<file path="src/rtl/anton_neopixel_pkg.sv">
// Shared constants for the WS2812 encoder: state encoding, byte width and
// default bit/latch timing at a 10 MHz clock.
package anton_neopixel_pkg;

  localparam int NEO_BYTE_W = 8;
  localparam int NEO_IDX_W  = 3;

  localparam int NEO_T0H    = 4;
  localparam int NEO_T1H    = 8;
  localparam int NEO_TBIT   = 12;
  localparam int NEO_TLATCH = 600;

  typedef enum logic [1:0] {
    ST_IDLE  = 2'd0,
    ST_SHIFT = 2'd1,
    ST_WAIT  = 2'd2,
    ST_LATCH = 2'd3
  } neo_state_e;

endpackage

</file>
<file path="src/rtl/anton_neopixel_encoder.sv">
// WS2812 single-wire encoder: MSB-first bytes over valid/ready, latch gap after pixLast.
// Optional ANTON_NEOPIXEL_UNDERRUN_EN aborts a stalled frame into the latch and flags underrun.
module anton_neopixel_encoder
  import anton_neopixel_pkg::*;
#(
  parameter int T0H    = NEO_T0H,
  parameter int T1H    = NEO_T1H,
  parameter int TBIT   = NEO_TBIT,
  parameter int TLATCH = NEO_TLATCH,
  parameter int CNT_W  = 10
) (
  input  logic                  clk10mhz,
  input  logic                  resetn,
  input  logic [NEO_BYTE_W-1:0] pixData,
  input  logic                  pixValid,
  input  logic                  pixLast,
  output logic                  pixReady,
  output logic                  neoData,
  output logic                  neoState,
`ifdef ANTON_NEOPIXEL_UNDERRUN_EN
  output logic                  frameDone,
  output logic                  underrun
`else
  output logic                  frameDone
`endif
);

  localparam logic [CNT_W-1:0] C_T0H       = CNT_W'(T0H);
  localparam logic [CNT_W-1:0] C_T1H       = CNT_W'(T1H);
  localparam logic [CNT_W-1:0] C_TBIT_M1   = CNT_W'(TBIT - 1);
  localparam logic [CNT_W-1:0] C_TLATCH_M1 = CNT_W'(TLATCH - 1);
  localparam logic [CNT_W-1:0] C_ONE       = CNT_W'(1);
`ifdef ANTON_NEOPIXEL_UNDERRUN_EN
  localparam logic [CNT_W-1:0] C_WAIT_M1   = CNT_W'(TLATCH / 2 - 1);
`endif

  neo_state_e            r_state, w_state;
  logic [CNT_W-1:0]      r_cnt, w_cnt;
  logic [NEO_BYTE_W-1:0] r_shreg, w_shreg;
  logic [NEO_IDX_W-1:0]  r_idx, w_idx;
  logic                  r_last, w_last;
  logic                  r_ready, r_neo, r_busy, r_done;
  logic                  w_accept, w_load, w_end;
`ifdef ANTON_NEOPIXEL_UNDERRUN_EN
  logic                  r_under, w_under;
`endif

  assign w_accept = pixValid & r_ready;

  always_comb begin
    w_state = r_state;
    w_cnt   = r_cnt;
    w_shreg = r_shreg;
    w_idx   = r_idx;
    w_last  = r_last;
    w_load  = 1'b0;
`ifdef ANTON_NEOPIXEL_UNDERRUN_EN
    w_under = r_under;
`endif
    case (r_state)
      ST_IDLE: begin
        w_load = w_accept;
`ifdef ANTON_NEOPIXEL_UNDERRUN_EN
        if (w_accept) w_under = 1'b0;
`endif
      end
      ST_SHIFT: begin
        if (r_cnt == C_TBIT_M1) begin
          w_cnt = '0;
          if (r_idx != '0) begin
            w_shreg = {r_shreg[NEO_BYTE_W-2:0], 1'b0};
            w_idx   = r_idx - NEO_IDX_W'(1);
          end else if (w_accept) begin
            w_load = 1'b1;
          end else if (r_last) begin
            w_state = ST_LATCH;
          end else begin
            w_state = ST_WAIT;
          end
        end else begin
          w_cnt = r_cnt + C_ONE;
        end
      end
      ST_WAIT: begin
        // The shared counter measures the stall only when the abort is built in
        if (w_accept) begin
          w_load = 1'b1;
`ifdef ANTON_NEOPIXEL_UNDERRUN_EN
        end else if (r_cnt == C_WAIT_M1) begin
          w_state = ST_LATCH;
          w_cnt   = '0;
          w_under = 1'b1;
        end else begin
          w_cnt = r_cnt + C_ONE;
`endif
        end
      end
      ST_LATCH: begin
        if (r_cnt == C_TLATCH_M1) begin
          w_state = ST_IDLE;
          w_cnt   = '0;
        end else begin
          w_cnt = r_cnt + C_ONE;
        end
      end
      default: w_state = ST_IDLE;
    endcase
    if (w_load) begin
      w_state = ST_SHIFT;
      w_shreg = pixData;
      w_last  = pixLast;
      w_idx   = NEO_IDX_W'(NEO_BYTE_W - 1);
      w_cnt   = '0;
    end
  end

  // Last latch cycle: frameDone pulses and the frame stops being in flight
  assign w_end = (w_state == ST_LATCH) && (w_cnt == C_TLATCH_M1);

  always_ff @(posedge clk10mhz or negedge resetn) begin
    if (!resetn) begin
      r_state <= ST_IDLE;
      r_cnt   <= '0;
      r_shreg <= '0;
      r_idx   <= '0;
      r_last  <= 1'b0;
      r_ready <= 1'b0;
      r_neo   <= 1'b0;
      r_busy  <= 1'b0;
      r_done  <= 1'b0;
`ifdef ANTON_NEOPIXEL_UNDERRUN_EN
      r_under <= 1'b0;
`endif
    end else begin
      r_state <= w_state;
      r_cnt   <= w_cnt;
      r_shreg <= w_shreg;
      r_idx   <= w_idx;
      r_last  <= w_last;
      r_ready <= (w_state == ST_IDLE) || (w_state == ST_WAIT) ||
                 ((w_state == ST_SHIFT) && (w_cnt == C_TBIT_M1) && (w_idx == '0));
      r_neo   <= (w_state == ST_SHIFT) &&
                 (w_cnt < (w_shreg[NEO_BYTE_W-1] ? C_T1H : C_T0H));
      r_busy  <= (w_state != ST_IDLE) && !w_end;
      r_done  <= w_end;
`ifdef ANTON_NEOPIXEL_UNDERRUN_EN
      r_under <= w_under;
`endif
    end
  end

  assign pixReady  = r_ready;
  assign neoData   = r_neo;
  assign neoState  = r_busy;
  assign frameDone = r_done;
`ifdef ANTON_NEOPIXEL_UNDERRUN_EN
  assign underrun  = r_under;
`endif

endmodule

</file>
<file path="config.mk">
export PLATFORM = sky130hd
export DESIGN_NAME = anton_neopixel_encoder
export DESIGN_NICKNAME = d
export VERILOG_FILES = /design/src/rtl/anton_neopixel_pkg.sv /design/src/rtl/anton_neopixel_encoder.sv
export SDC_FILE = /design/constraint.sdc
export NUM_CORES = 1
export LEC_CHECK = 0
export ABC_AREA = 0
export BUFFER_PORTS_ARGS = -buffer_cell sky130_fd_sc_hd__buf_2
export CAP_MARGIN = 30
export CORE_MARGIN = 4
export CORE_UTILIZATION = 35
export DETAILED_ROUTE_END_ITERATION = 8
export PLACE_DENSITY = 0.53
export SETUP_SLACK_MARGIN = 0.1
export SLEW_MARGIN = 25
export SYNTH_ARGS = -nofsm -noshare
export SYNTH_HDL_FRONTEND = slang
export SYNTH_SLANG_ARGS = --single-unit
</file>
<file path="constraint.sdc">
create_clock -name clk10mhz -period 4.9 [get_ports clk10mhz]
set_input_delay 0.49 -clock clk10mhz [delete_from_list [all_inputs] [get_ports clk10mhz]]
set_output_delay 0.49 -clock clk10mhz [all_outputs]
set_load 0.1 [all_outputs]
</file>
## After elaboration in Yosys (flattened, before gate mapping)

Index checks and enable logic that the tools add are counted.

| word-level totals | value |
|---|---|
| register bits | 28 |
| logic and storage cells | 65 |
| output and inout bits | 4 |
| bits of input ports | 12 |

| operators by class | value |
|---|---|
| add/sub/neg operators | 2 |
| bitwise logic cells | 1 |
| equal/unequal tests | 10 |
| order comparisons | 1 |
| reductions and logical operators | 17 |
| mux-type cells | 24 |

Operators with widths:

| kind | number |
|---|---|
| 8-bit 2-to-1 mux | 4 |
| 10-bit 2-to-1 mux | 3 |
| 10-bit equality test, second input constant | 2 |
| 10-bit by 4-bit equality test with 1-bit output, second input constant | 2 |
| 10-bit case mux with 2 select lines | 1 |
| 3-bit 2-to-1 mux | 4 |
| 10-bit by 1-bit adder with 10-bit output, second input constant | 1 |
| 10-bit by 4-bit less-than comparator with 1-bit output | 1 |
| 2-bit 2-to-1 mux | 5 |
| 2-bit equality test, second input constant | 4 |
| 2-bit nonzero test | 4 |
| 1-bit logical AND | 5 |
| 2-bit by 1-bit equality test with 1-bit output, second input constant | 2 |
| 2-bit zero test | 2 |
| 1-bit 2-to-1 mux | 4 |
| 4-bit 2-to-1 mux | 1 |
| 2-bit case mux with 2 select lines | 1 |
| 3-bit zero test | 1 |
| 1-bit case mux with 3 select lines | 1 |
| 3-bit AND reduction | 1 |
| 3-bit nonzero test | 1 |
| 3-bit by 1-bit subtractor with 3-bit output, second input constant | 1 |
| 1-bit logical OR | 2 |
| 1-bit AND | 1 |
| 1-bit zero test | 1 |

## Logic depth before layout (Yosys ltp)

Gate-level depths: netlist (run 1).

| logic depth | value |
|---|---|
| depth in word-level cells | 10 |
| depth in mapped cells | 10 |
| gate-level depth less buffers | 10 |

## Worst setup path after synthesis (run 1)

Ideal clock, no wire load.

| timing path | value |
|---|---|
| path kind | reg-to-reg |
| from | reg r_ready (netlist: pixReady) |
| to | reg r_neo (netlist: neoData) |
| arrival time | 2.645 ns |
| cell stages (with the launch flop) | 9 |
| period minus slack after synthesis | 2.756 ns |
| path slack | 2.144 ns |
| setup time | 0.111 ns |
| path buffers | 1 |
| data required time | 4.789 ns |
| path through | dfrtp_1 -> nand2_1 -> nor3_1 -> a21o_1 -> clkbuf_1 -> nor2_1 -> ha_1 -> o221a_2 -> a2111oi_2 |

| between the ends | value |
|---|---|
| elaborated cells between the ends (all ways) | 16 |
| classes of those cells | 1 x order compare; 1 x eq/ne; 12 x mux; 1 x bitwise; 1 x reduce/logical |

RTL lines:

| item | line | source |
|---|---|---|
| start: declaration | anton_neopixel_encoder.sv:42 | `logic r_ready, r_neo, r_busy, r_done;` |
| start signal: assignment | anton_neopixel_encoder.sv:140 | `r_ready <= (w_state == ST_IDLE) \|\| (w_state == ST_WAIT) \|\|` |
| 1-bit AND (*) | anton_neopixel_encoder.sv:48 | `assign w_accept = pixValid & r_ready;` |
| 1-bit 2-to-1 mux | anton_neopixel_encoder.sv:73, anton_neopixel_encoder.sv:86 |  |
| 1-bit 2-to-1 mux | anton_neopixel_encoder.sv:70 | `if (r_idx != '0) begin` |
| 1-bit 2-to-1 mux | anton_neopixel_encoder.sv:68 | `if (r_cnt == C_TBIT_M1) begin` |
| 1-bit case mux with 3 select lines (*) | anton_neopixel_encoder.sv:60 | `case (r_state)` |
| 10-bit 2-to-1 mux (*) | anton_neopixel_encoder.sv:108 | `if (w_load) begin` |
| named net w_cnt[3] | anton_neopixel_encoder.sv:38 | `logic [CNT_W-1:0] r_cnt, w_cnt;` |
| 10-bit by 4-bit less-than comparator with 1-bit output (*) | anton_neopixel_encoder.sv:143 | `(w_cnt < (w_shreg[NEO_BYTE_W-1] ? C_T1H : C_T0H));` |
| 1-bit logical AND (*) | anton_neopixel_encoder.sv:142 | `r_neo <= (w_state == ST_SHIFT) &&` |
| end signal: assignment | anton_neopixel_encoder.sv:142 |  |
| end: declaration | anton_neopixel_encoder.sv:42 |  |

The timed path passes the listed nets; every way through them passes the cells marked *.
A chain may end at the register's enable or synchronous reset.

## Worst setup path in the final report (run 1)

| timing path | value |
|---|---|
| from | reg r_cnt[0] |
| to | reg r_neo (netlist: neoData) |

| between the ends | value |
|---|---|
| elaborated cells between the ends (all ways) | 20 |
| classes of those cells | 1 x add/sub; 1 x order compare; 3 x eq/ne; 14 x mux; 1 x reduce/logical |

RTL lines:

| item | line | source |
|---|---|---|
| start: declaration | anton_neopixel_encoder.sv:38 |  |
| start signal: assignment | anton_neopixel_encoder.sv:136 | `r_cnt <= w_cnt;` |
| 10-bit by 1-bit adder with 10-bit output, or another cell as far along | anton_neopixel_encoder.sv:81, anton_neopixel_encoder.sv:103 |  |
| 10-bit 2-to-1 mux, or another cell as far along | anton_neopixel_encoder.sv:99 | `if (r_cnt == C_TLATCH_M1) begin` |
| 10-bit case mux with 2 select lines or 1-bit case mux with 3 select lines (tied branches) | anton_neopixel_encoder.sv:60 |  |
| 10-bit 2-to-1 mux (*) | anton_neopixel_encoder.sv:108 |  |
| named net w_cnt[3] | anton_neopixel_encoder.sv:38 |  |
| 10-bit by 4-bit less-than comparator with 1-bit output (*) | anton_neopixel_encoder.sv:143 |  |
| 1-bit logical AND (*) | anton_neopixel_encoder.sv:142 |  |

The timed path passes the listed nets; every way through them passes the cells marked *. The select of a mux whose other input is x is not followed.

==> flow_metrics.env, run 1 <==
export IMPL_result_of_the_run="finished, final reports clean"
export IMPL_max_freq_ghz=0.347
export IMPL_maxCapViolCount=0
export IMPL_yosysMostFrequentCell="dfrtp_1"
export IMPL_synth_ff_latch_count=28
export IMPL_dp_cells=239
export IMPL_crit_type="register to register"
export IMPL_power_density_cell_area_nw_per_um2=544
export IMPL_final_instance_count_excl_fill=243
export IMPL_synth_seq_area_share_pct=43.6
export IMPL_final_fill_count=445
export IMPL_die_w_um=75.8
export IMPL_track_usage_pct=14.1
export IMPL_cts_tree="done"
export IMPL_insertion_delay_ns=0.28
export IMPL_htree_num_levels=1
export IMPL_fin_util_pct=40.4
export IMPL_final_max_slew_viol_count=0
export IMPL_critical_path_required_ns=5.08
export IMPL_post_dp_hpwl_mm=2.71
export IMPL_ff_latch_area_um2=701
export IMPL_synth_top_cell_area_share_pct=43.6
export IMPL_globalRoute_totalOverflow=0
export IMPL_rsz0062_at_grt="false"
export IMPL_ant_nets=0
export IMPL_clk_transition_reported_paths_ns=0.10
export IMPL_rows=24
export IMPL_post_synth_main_area_contributors="dfrtp_1 (44%), nand2_1 (5.6%), xnor2_1 (5.4%), nor2_1 (4.4%), ha_1 (3.1%)"
export IMPL_floorplan_initialDensity_pct=36.4
export IMPL_cts_path_max_buffers=2
export IMPL_design_core_area_um2=4410
export IMPL_timing_critical_path_from_type="register"
export IMPL_area_of_the_mapped_netlist_um2=1610
export IMPL_cts_resized=0
export IMPL_finalHoldViolCount=0
export IMPL_synthCells=180
export IMPL_cellLeakagePower_nw=0.799
export IMPL_synth_cell_type_count=43
export IMPL_synth_net_count=196
export IMPL_postSynthAreaPerCell_um2=8.93
export IMPL_ys_async_sr_fraction_pct=100
export IMPL_setup_tns_ns=0
export IMPL_number_of_clock_sinks_seen_by_cts=28
export IMPL_cts_hold_buffers=0
export IMPL_final_period_utilization_pct=58.8
export IMPL_ys_dominant_reg_cell="dfrtp_1"
export IMPL_clock_root_buffer="clkbuf_8"
export IMPL_setup_ws_ns=2.02
export IMPL_die_height_um=75.8
export IMPL_final_setup_skew_ns=0.00396
export IMPL_synth_enable_flop_cells=0
export IMPL_drt_pass1_iterations=4
export IMPL_power_total_mw=0.970
export IMPL_drive_above_1_share_pct=14.7
export IMPL_multiInputGateArea_um2=840
export IMPL_place_congestion=0.882
export IMPL_first_global_vias=1302
export IMPL_ir_worst_vdd_v=0.000154
export IMPL_port_buffers=15
export IMPL_cts_buffers=3
export IMPL_cts_setup_buffers=0
export IMPL_io_pins=16
export IMPL_cp_end_kind="register"
export IMPL_synth_top_cells_by_count="dfrtp_1 (28), nand2_1 (24), nor2_1 (19)"
export IMPL_finalNetCount=208
export IMPL_grt_start_max_net_pins=29
export IMPL_diodes=0
export IMPL_setup_viol=0
export IMPL_synth_warning_count=0
export IMPL_worst_slew_pin_slew_ns=0.638
export IMPL_vias=1354
export IMPL_grt_pass1_wl_mm=6.19
export IMPL_path_max_fanout=11
export IMPL_drt_vias_per_instance=5.57
export IMPL_dpl_ws_ns=2.06
export IMPL_aggregate_routed_wire_length_mm=3.60
export IMPL_dieArea_um2=5740
export IMPL_drc=0
export IMPL_min_period_ns=2.88
export IMPL_antenna_found_initial=0
export IMPL_crit_arrival_ns=3.06
export IMPL_slew_headroom_pct=57.5
export IMPL_yosysTopAreaCell="dfrtp_1"
export IMPL_areaGrowthSynthToFinish_pct=10.8
export IMPL_initial_drt_markers=85
export IMPL_min_delay_path_class="primary input to asynchronous set/reset pin"
export IMPL_detail_route_wl_per_cell_um=14.8
-- per-layer routing --
layer | track usage (%) | vias to the layer above | share of wire, %
met3 | 2.24 | 7 | 3.2
met5 | 0 | - | 0
met1 | 18.6 | 663 | 46
met2 | 23.3 | 23 | 49
met4 | 5.05 | 0 | 1.7
li1 | - | 661 | -
-- state kept, by name, indices dropped and copies added, names as in the netlist --
name	cells
r_cnt	10
r_shreg	8
r_idx	3
r_state	2
frameDone	1
neoData	1
neoState	1
pixReady	1
r_last	1
-- final timing paths --
kind | cells past startpoint | from | slack, ns | to
min | 1 | resetn | 0.22 | r_cnt[5]
min in group clk10mhz | 3 | pixLast | 0.40 | r_last
max | 8 | r_cnt[0] | 2.02 | neoData
max reg2reg | 8 | r_cnt[0] | 2.02 | neoData
max in group asynchronous | 1 | resetn | 4.27 | r_cnt[3]
min reg2reg | 2 | r_shreg[3] | 0.48 | r_shreg[3]
-- placed cells by master (no fill, tap or decap), types with 2 or more instances in the layout --
cell type	instances
dfrtp_1	28
o31ai_1	3
or2_2	2
nand2b_1	4
nand3_1	10
ha_1	4
a21oi_1	6
and3_1	2
nor2_1	19
nor4_1	3
clkbuf_8	3
buf_2	15
xnor2_1	10
o21ai_0	8
nor3_1	4
inv_1	8
nand3b_1	3
a22oi_1	6
nand4_1	3
a21o_1	3
nand2_1	24
-- area by class of cell --
| type | instances | area share [%] |
|---|---|---|
| multi-input combinational | 136 | 47.1 |
| tap | 52 | 3.65 |
| clock inverter | 1 | 1.69 |
| timing repair buffer | 15 | 4.21 |
| inverter | 8 | 1.69 |
| sequential | 28 | 39.3 |
| clock buffer | 3 | 2.32 |
-- cells by family (layout without fill, tap and decap cells) --
| kind of cell | after synthesis | count (layout) | share of synthesized area [%] |
|---|---|---|---|
| compound gates | 36 | 36 | 15.5 |
| mux | 1 | 1 | 0.623 |
| xor+xnor | 11 | 11 | 5.99 |
| buf+inv | 16 | 27 | 4.20 |
| fa+ha+maj | 4 | 4 | 3.11 |
| flops | 28 | 28 | 43.6 |
| simple gates | 84 | 84 | 27.0 |
-- through the flow --
| stage | instance area (µm²) | hold WS (ns) |
|---|---|---|
| 6_report | 1780 | 0.220 |
| 5_1_grt | 1780 | 0.265 |
| 4_1_cts | 1780 | 0.241 |
| 3_5_place_dp | 1710 | 0.457 |
| 3_3_place_gp | 1710 | 0.451 |
| 2_1_floorplan | 1610 | 0.194 |
-- critical path: stages, from the launching register on --
cell and delay, ns:
dfrtp_1 0.46, ha_1 0.28, nor4b_1 0.43, and3_1 0.34, a21o_1 0.37, nor2_1 0.15, ha_1 0.31, o221a_2 0.13
a2111oi_2 0.32
-- where the power goes --
part | leakage [nW] | internal, mW | switching (mW)
clock | 0.0357 | 0.110 | 0.0762
sequential | 0.340 | 0.314 | 0.0968
combinational | 0.423 | 0.156 | 0.218
total | 0.799 | 0.579 | 0.391
No activity file was read; power rests on OpenSTA's default activity.
==> inputs of run 2 (changes only) <==
- ABC_AREA: 0 -> 1
- clock period: 4.9 -> 2.9 ns (I/O delays scaled with it)
==> run 2 against run 1 <==
  * Register-to-register slack worse by 1.3 ns
  * Global-route usage up 0.25 points
  * Synthesized cell count increased by 37%
  * Combinational power grew to 3.1 times the previous value
  * Sequential cell count stayed put
  * Total power rose by 120%
  * Worst setup slack worse by 1.3 ns
  * Hold slack worse by 0.20 ns
  * Clock skew hardly changed
  * Count of clock-buffer cells in the layout grew 1
  * Die area grew 10%
  * Clock power up 37%
  * Largest cell class unchanged
  * Highest routed layer unchanged
==> flow_metrics.env, run 2 <==
export IMPL_areaGrowthSynthToFinish_pct=11.0
export IMPL_diodes=0
export IMPL_number_of_clock_sinks_seen_by_cts=28
export IMPL_place_congestion=0.871
export IMPL_final_common_cell="nand2_1"
export IMPL_floorplan_initialDensity_pct=37.0
export IMPL_rsz0062_at_grt="false"
export IMPL_cts_resized=0
export IMPL_cts_path_max_buffers=2
export IMPL_synth_warning_count=0
export IMPL_cellLeakagePower_nw=1.07
export IMPL_synth_cell_type_count=30
export IMPL_sw_frac_of_total_pct=51.2
export IMPL_grt_pass1_wl_mm=7.21
export IMPL_final_cell_mix="nand2_1 (56), nor2_1 (38), inv_1 (35)"
export IMPL_synth_net_count=263
export IMPL_ir_worst_vdd_v=0.000476
export IMPL_rows=25
export IMPL_synth_ff_latch_count=28
export IMPL_synth_enable_flop_cells=0
export IMPL_detail_route_wl_per_cell_um=12.5
export IMPL_fin_util_pct=41.1
export IMPL_drt_vias_per_instance=4.76
export IMPL_track_usage_pct=14.3
export IMPL_first_global_vias=1521
export IMPL_cts_buffers=3
export IMPL_yosysTopAreaCell="dfrtp_1"
export IMPL_ys_dominant_reg_cell="dfrtp_1"
export IMPL_grt_start_max_net_pins=29
export IMPL_r2r_start="r_cnt[0]"
export IMPL_max_flop_register="r_cnt"
export IMPL_clock_root_buffer="clkbuf_8"
export IMPL_critPathLaunch="r_cnt[0]"
export IMPL_initial_drt_markers=127
export IMPL_setup_tns_ns=0
export IMPL_p_sw_mw=1.08
export IMPL_largest_register_ffs=10
export IMPL_post_synth_main_area_contributors="dfrtp_1 (39%), nand2_1 (12%), nor2_1 (7.9%), inv_1 (7.3%), nand3_1 (5.0%)"
export IMPL_synth_top_cell_area_share_pct=39.0
export IMPL_critical_path_required_ns=3.12
export IMPL_final_max_slew_viol_count=0
export IMPL_postSynthAreaPerCell_um2=7.27
export IMPL_setup_viol=0
export IMPL_dp_cells=327
export IMPL_maxCapViolCount=0
export IMPL_die_w_um=79.6
export IMPL_synth_top_cells_by_count="nand2_1 (56), nor2_1 (38), inv_1 (35)"
export IMPL_power_internal_mw=1.03
export IMPL_design_core_area_um2=4850
export IMPL_insertion_delay_ns=0.28
export IMPL_final_setup_skew_ns=0.00411
export IMPL_io_pins=16
export IMPL_cts_tree="done"
export IMPL_ant_nets=0
export IMPL_cts_setup_buffers=0
export IMPL_postPlaceCellArea_um2=1940
export IMPL_port_buffers=15
export IMPL_cts_hold_buffers=0
export IMPL_globalRoute_totalOverflow=0
export IMPL_drive_above_1_share_pct=15.2
export IMPL_relative_contribution_of_sequential_cells_to_total_power_pct=33.6
export IMPL_clk_transition_reported_paths_ns=0.10
export IMPL_drc=0
export IMPL_fin_area_um2=1990
export IMPL_aggregate_routed_wire_length_mm=4.13
export IMPL_final_period_utilization_pct=76.8
export IMPL_hold_ws_ns=0.0218
export IMPL_finalHoldViolCount=0
export IMPL_power_density_cell_area_nw_per_um2=1060
export IMPL_htree_num_levels=1
export IMPL_die_height_um=79.6
export IMPL_synth_seq_area_share_pct=39.0
export IMPL_min_delay_path_class="primary input to asynchronous set/reset pin"
export IMPL_crit_type="register to register"
export IMPL_final_instance_count_excl_fill=331
export IMPL_cp_end_kind="register"
export IMPL_antenna_found_initial=0
export IMPL_slew_headroom_pct=56.5
export IMPL_yosysMostFrequentCell="nand2_1"
export IMPL_drt_pass1_iterations=4
export IMPL_min_period_ns=2.23
export IMPL_post_dp_hpwl_mm=3.10
export IMPL_timing_critical_path_from_type="register"
export IMPL_crit_arrival_ns=2.45
export IMPL_vias=1576
export IMPL_path_max_fanout=17
export IMPL_synthCells=247
export IMPL_registers_with_the_most_flip_flops="r_cnt x10, r_shreg x8, r_idx x3"
export IMPL_max_freq_ghz=0.449
export IMPL_share_clk_of_total_power_pct=12.1
export IMPL_ys_async_sr_fraction_pct=100
export IMPL_p_comb_share_pct=54.3
export IMPL_dieArea_um2=6340
export IMPL_worst_slew_pin_slew_ns=0.652
export IMPL_finalNetCount=281
export IMPL_area_of_the_mapped_netlist_um2=1800
export IMPL_result_of_the_run="finished, final reports clean"
==> run 2: kinds of logic (layout without fill, tap and decap cells) <==
| logic type | Yosys count | after routing | share of synthesized area, % |
|---|---|---|---|
| DFF | 28 | 28 | 39.0 |
| AOI/OAI and AO/OA | 30 | 30 | 9.06 |
| adders and majority gates | 4 | 4 | 2.79 |
| and+or+nand+nor | 139 | 139 | 37.8 |
| buffers and inverters | 42 | 59 | 9.41 |
| xor gates and xnor gates | 4 | 4 | 1.95 |
==> run 2: layer usage <==
metal	part of all wire [%]	up-vias	track usage, %
li1	-	812	-
met1	50	732	21.8
met2	45	30	21.3
met3	4.6	2	2.03
met4	0.56	0	3.09
met5	0	-	0
==> run 2: stage by stage <==
stage	power, mW	worst slack (ns)
2_1_floorplan	1.61	0.375
3_3_place_gp	1.88	0.729
3_5_place_dp	1.86	0.692
6_report	2.11	0.672
4_1_cts	2.11	0.661
5_1_grt	2.33	0.373
==> run 2: layout make-up <==
class / count / area (µm²)
Multi-Input combinational cell: 177 / 926
Fill cell: 495 / 2860
Tap cell: 67 / 83.8
Timing Repair Buffer: 15 / 75.1
Inverter: 40 / 153
Clock buffer: 4 / 55.1
Sequential cell: 28 / 701
==> run 2: final timing paths <==
kind                            cells after the start    endpoint  slack, ns
worst min-delay path                                1  r_shreg[6]       0.02
worst max register to register                     14     neoData       0.67
worst min register to register                      2  r_shreg[2]       0.50
worst max-delay path                               14     neoData       0.67
max in group asynchronous                           1    r_cnt[7]       2.46
min in group clk10mhz                               3      r_last       0.22
==> run 2: power by group through the flow <==
stage | Combinational, mW | Sequential, mW | Clock [mW]
2_1_floorplan | 0.810 | 0.801 | 0
3_3_place_gp | 1.16 | 0.713 | 0
3_5_place_dp | 1.15 | 0.710 | 0
4_1_cts | 1.15 | 0.703 | 0.259
5_1_grt | 1.32 | 0.735 | 0.273
6_report | 1.15 | 0.709 | 0.255
==> run 2: critical path: stages, from the launching register on <==
cell and delay, ns:
dfrtp_1 0.43, ha_1 0.28, nand3_1 0.15, nor2_4 0.07
nand4_4 0.07, nand2_4 0.14, inv_2 0.23, nand3_1 0.12
nand2_2 0.09, inv_1 0.04, ha_1 0.16, or2_1 0.23
clkinv_1 0.04, nand2_1 0.05, nor2_2 0.07
